==> src/rtl/cpu_pkg.sv <==
// Shared CPU constants: front-end buffer depth and
// instruction field positions.
package cpu_pkg;

   localparam logic [1:0] IF_ID_DEPTH = 2'd2;

   localparam int OPC_MSB = 31;
   localparam int RD_MSB  = 23;
   localparam int RS1_MSB = 15;
   localparam int IMM_MSB = 7;
   localparam int FLD_W   = 8;

endpackage

==> src/rtl/if_id_buffer.sv <==
// Two-entry first-word-fall-through buffer between fetch and
// decode, with flush and inline instruction field extraction.
module if_id_buffer
   import cpu_pkg::*;
#(
   parameter int ADDR_WIDTH = 8,
   parameter int DATA_WIDTH = 32
) (
   input  logic                  clk,
   input  logic                  reset,
   input  logic                  in_valid,
   output logic                  in_ready,
   input  logic [ADDR_WIDTH-1:0] in_pc,
   input  logic [DATA_WIDTH-1:0] in_instr,
   input  logic                  flush,
   output logic                  out_valid,
   input  logic                  out_ready,
   output logic [ADDR_WIDTH-1:0] out_pc,
   output logic [DATA_WIDTH-1:0] out_instr,
   output logic [FLD_W-1:0]      out_opcode,
   output logic [FLD_W-1:0]      out_rd,
   output logic [FLD_W-1:0]      out_rs1,
   output logic [FLD_W-1:0]      out_imm,
   output logic [1:0]            count
);

   logic [ADDR_WIDTH-1:0] pc_q    [2];
   logic [DATA_WIDTH-1:0] instr_q [2];
   logic                  wr_ptr;
   logic                  rd_ptr;
   logic [1:0]            cnt_q;
   logic                  push;
   logic                  pop;

   // Handshake flags come only from registered occupancy.
   assign in_ready  = (cnt_q != IF_ID_DEPTH);
   assign out_valid = (cnt_q != 2'd0);

   assign push = in_valid && in_ready && !flush;
   assign pop  = out_valid && out_ready && !flush;

   assign out_pc    = out_valid ? pc_q[rd_ptr]    : '0;
   assign out_instr = out_valid ? instr_q[rd_ptr] : '0;

   assign out_opcode = out_instr[OPC_MSB -: FLD_W];
   assign out_rd     = out_instr[RD_MSB  -: FLD_W];
   assign out_rs1    = out_instr[RS1_MSB -: FLD_W];
   assign out_imm    = out_instr[IMM_MSB -: FLD_W];

   assign count = cnt_q;

   always_ff @(posedge clk or negedge reset) begin
      if (!reset) begin
         cnt_q  <= 2'd0;
         wr_ptr <= 1'b0;
         rd_ptr <= 1'b0;
         for (int i = 0; i < 2; i++) begin
            pc_q[i]    <= '0;
            instr_q[i] <= '0;
         end
      end else if (flush) begin
         cnt_q  <= 2'd0;
         wr_ptr <= 1'b0;
         rd_ptr <= 1'b0;
      end else begin
         if (push) begin
            pc_q[wr_ptr]    <= in_pc;
            instr_q[wr_ptr] <= in_instr;
            wr_ptr          <= ~wr_ptr;
         end
         if (pop) begin
            rd_ptr <= ~rd_ptr;
         end
         unique case (1'b1)
            push && !pop: cnt_q <= cnt_q + 2'd1;
            pop && !push: cnt_q <= cnt_q - 2'd1;
            default:      cnt_q <= cnt_q;
         endcase
      end
   end

endmodule

==> config.mk <==
export PLATFORM = sky130hd
export DESIGN_NAME = if_id_buffer
export DESIGN_NICKNAME = d
export VERILOG_FILES = /design/src/rtl/cpu_pkg.sv /design/src/rtl/if_id_buffer.sv
export SDC_FILE = /design/constraint.sdc
export NUM_CORES = 1
export LEC_CHECK = 0
export BUFFER_PORTS_ARGS = -buffer_cell sky130_fd_sc_hd__buf_2
export CAP_MARGIN = 25
export CORE_MARGIN = 2
export CORE_UTILIZATION = 50
export CTS_CLUSTER_SIZE = 30
export DETAILED_ROUTE_END_ITERATION = 8
export PLACE_DENSITY = 0.84
export SLEW_MARGIN = 10
export SYNTH_ARGS = -nofsm -noshare
export SYNTH_HDL_FRONTEND = slang
export SYNTH_SLANG_ARGS = --single-unit
==> constraint.sdc <==
create_clock -name clk -period 1.9 [get_ports clk]
set_input_delay 0.19 -clock clk [delete_from_list [all_inputs] [get_ports clk]]
set_output_delay 0.19 -clock clk [all_outputs]
set_load 0.02 [all_outputs]
==> metrics.md <==
| Metric | Value |
|---|---|
| Status | `completed` |
| Htree depth | `3` |
| Hold path start | `in_pc[4]` |
| Die span in y | `roughly 94 um` |
| Final worst setup slack | `between 100 and 150 ps` |
| Number of synthesis warnings | `0` |
| Iter 0 DRT Violations | `86` |
| FP Rows | `32` |
| GRT overflow | `0` |
| Crit path time final | `about 1800 ps` |
| Compound-Gate Fraction of Synth Area | `between 1 and 1.5%` |
| Boundary Pins | `approximately 120` |
| Initial Util | `around half` |
| Postcts setup bufs | `0` |
| Mux cell area share after synthesis | `~33%` |
| Register area | `roughly 2100 um^2` |
| Via/cell ratio | `~5.0` |
| Maximum vdd drop | `approximately 0.60 mV` |
| Worst Reg2Reg Path Length in Cells | `5` |
| Startpoint Class | `flop` |
| Share of cells above drive strength 1 | `~55%` |
| Total track usage | `roughly 18%` |
| Maximum fanout along the worst path | `23` |
| Die width | `around 94 um` |
| Multi-input logic area | `about 1600 um^2` |
| Vias in the first global route | `roughly 2700` |
| Switching power | `approximately 1500 uW` |
| DRC | `0` |
| Synth Area in Adders | `0%` |
| PD cells | `around 1100 nW/um^2` |
| Largest net degree at the start of global routing | `45` |
| Post-Synth Simple-Gate Area | `5.34%` |
| Total design power | `5080 uW` |
| Max cap viols | `0` |
| Worst hold path cell count | `2` |
| Reg2Reg Setup Slack | `around 270 ps` |
| Root buf cell | `clkbuf_8` |
| Req. time, crit path | `~1700 ps` |
| RR Startpoint | `count[0]$_DFFE_PN0P_` |
| Final Hold Viols | `0` |
| # fillers | `649` |
| Largest family of logic cells by synthesized area | `multiplexers` |
| Worst clock skew | `a little under 9 ps` |
| Worst Setup End Kind | `output port` |
| Gate power share | `27.0%` |
| Worst r2r dst | `instr_q[30]$_DFFE_PN0P_` |
| Xor/xnor share of the synthesized area | `0.217%` |
| Syn Nets | `between 300 and 400` |
| Synth-to-layout area growth | `18.0%` |
| Worst-Skew Late Latency | `340 ps` |
| DP Worst Slack | `around 280 ps` |
| Worst-path clk slew | `80 ps` |
| Placeable Area | `~7800 um^2` |
| RSZ-0062 raised after global routing | `false` |
| Clock group share of total power | `between 20% and 30%` |
| FF+latch count, synth | `84` |
| Final Wtd Congestion | `about 0.72` |
| Max Root-Sink Buffers | `2` |
| Initial antenna violation count | `1` |
| Cts bufs inserted | `9` |
| Mapped Cells | `about 320` |
| Port bufs | `120` |
| Seq pwr share | `47.7%` |
| Post-CTS sizing | `0` |
| Slew Limit Fails | `0` |
| Register area share after synthesis | `52.1%` |
| Cell taking the most area after synthesis | `dfrtp_1` |
| First-pass GRT wire length | `approximately 12 mm` |
| CTS tree | `done` |
| Sink Count | `84` |
| Net Sw Frac | `a little under a third` |
| Tightest Hold Check Type | `in2reg` |
| Leakage | `around 0.0023 uW` |
| # setup viols final | `0` |
| Period Utilization, post-route | `92.9%` |
| Setup_tns | `0 ps` |
| Antenna Cells | `0` |
| Pre-Repair DR Iteration Count | `4` |
| Worst slew pin tran | `~540 ps` |
| WL per Instance | `approximately 14 um` |
| Slew HR | `about 64%` |
| Largest cells by area after synthesis | `dfrtp_1, mux2_2, mux2i_1, buf_4, nor2_1` |
| Synth top area share | `between 50% and 60%` |
| Internal power | `3550 uW` |
| DIE AREA | `slightly below 9000 um^2` |
| Critical Path AT | `1570 ps` |
| Vias | `between 2000 and 3000` |
| Crit Path Class | `reg2out` |
| Instance area at placement | `between 4000 and 5000 um^2` |
| Synth unique cells | `22` |
| Post-DP HPWL | `5.16 mm` |
| Fin nets | `around 450` |
| Hold EP | `pc_q[4]$_DFFE_PN0P_` |
| Total wire length | `7.41 mm` |
| Fmax | `567 MHz` |
| Mapped Area | `approximately 4000 um^2` |
| Syn avg cell area | `around 13 um^2` |
| Remaining antenna violation count after routing | `0` |
| Design Area, Final | `about 4800 um^2` |
==> sequential cells by signal (all words and copies together), names as in the netlist <==
register	cells
instr_q	64
pc_q	16
count	2
rd_ptr	1
wr_ptr	1
==> metal layers <==
metal / part of all wire, % / global-route usage (%) / vias to the layer above / routed length [um]
li1: - / - / 1238 / -
met1: 43 / 21.6 / 1272 / 3190
met2: 50 / 31.0 / 69 / 3730
met3: 5.5 / 4.74 / 7 / 405
met4: 1.0 / 3.99 / 0 / 74
met5: 0 / 0 / - / 0
==> cells by family (layout without fill, tap and decap cells) <==
family / Yosys count / in the layout
AOI/OAI and AO/OA: 8 / 8
muxes: 121 / 121
DFF: 84 / 84
and+or+nand+nor: 49 / 49
buffers and inverters: 52 / 149
xor gates and xnor gates: 1 / 1
==> synth_stat cells <==
master    count
mux2_1        5
buf_2         4
nor2_1       42
or3_1         1
or2_2         1
inv_2         1
a21oi_1       4
nor4_2        1
nor2b_2       1
inv_1         2
o211ai_1      1
a21o_1        1
xor2_1        1
clkbuf_1      5
o21ai_0       2
nand3b_1      1
nor3b_1       1
dfrtp_1      84
buf_4        40
mux2_2       75
mux2i_1      41
nand4b_1      1
==> worst max-delay path by stage <==
| stage | startpoint | to | slack [ps] | depth (start not counted) |
|---|---|---|---|---|
| detailed placement | count[0]$_DFFE_PN0P_ | instr_q[30]$_DFFE_PN0P_ | 280 | 5 |
| global route | rd_ptr$_DFFE_PN0P_ | out_instr[7] | 40 | 4 |
| floorplan | count[1]$_DFFE_PN0P_ | instr_q[0]$_DFFE_PN0P_ | 180 | 5 |
| global placement | count[0]$_DFFE_PN0P_ | instr_q[29]$_DFFE_PN0P_ | 340 | 5 |
| finish | count[1]$_DFFE_PN0P_ | out_instr[27] | 140 | 5 |
| CTS | count[1]$_DFFE_PN0P_ | out_instr[27] | 100 | 5 |
==> power groups by stage <==
| stage | clock network (uW) | registers [uW] | logic, uW |
|---|---|---|---|
| final | 1290 | 2420 | 1370 |
| after floorplan | 0 | 2400 | 1100 |
| after global routing | 1400 | 2480 | 1500 |
| after CTS | 1330 | 2430 | 1400 |
| after detailed placement | 0 | 2460 | 1390 |
| after global placement | 0 | 2430 | 1340 |
==> what timing repair did <==
action | 4_1_cts | 5_1_grt
setup endpoints to repair | 0 | 0
hold buffers | 1 | 0
hold endpoints to repair | 40 | 0
==> area by class of cell <==
cell class                 instances  share of cell area, %
clock inverter                     4                  0.999
multi-input combinational        179                   33.5
sequential                        84                   44.2
timing repair buffer             130                   15.1
clock buffer                      12                   3.26
tap                              102                   2.68
inverter                           3                  0.237
==> per-stage QoR <==
step                instances  hold slack, ps  util, %
floorplan                 315            -106        -
global placement          497             204     58.5
detailed placement        497             211     58.5
CTS                       514            63.4     61.3
global route              514            62.8     61.3
finish                    514            74.9     61.3
==> critical path: stages, from the launching register on <==
cell     delay (ps)
dfrtp_1         380
buf_4           160
nor2_4          110
buf_4           270
nor2_1          120
buf_2           170
==> layout by cell type (no fill, tap or decap), types with 2 or more instances in the layout <==
master and count:
mux2_2 75, a21oi_1 4, inv_1 2, buf_2 119, buf_4 7, mux2i_1 41
clkinv_2 2, buf_12 3, o21ai_0 2, dfrtp_1 83, clkbuf_8 11, mux2_1 5
nor2_1 41
No activity file was read; power rests on OpenSTA's default activity.
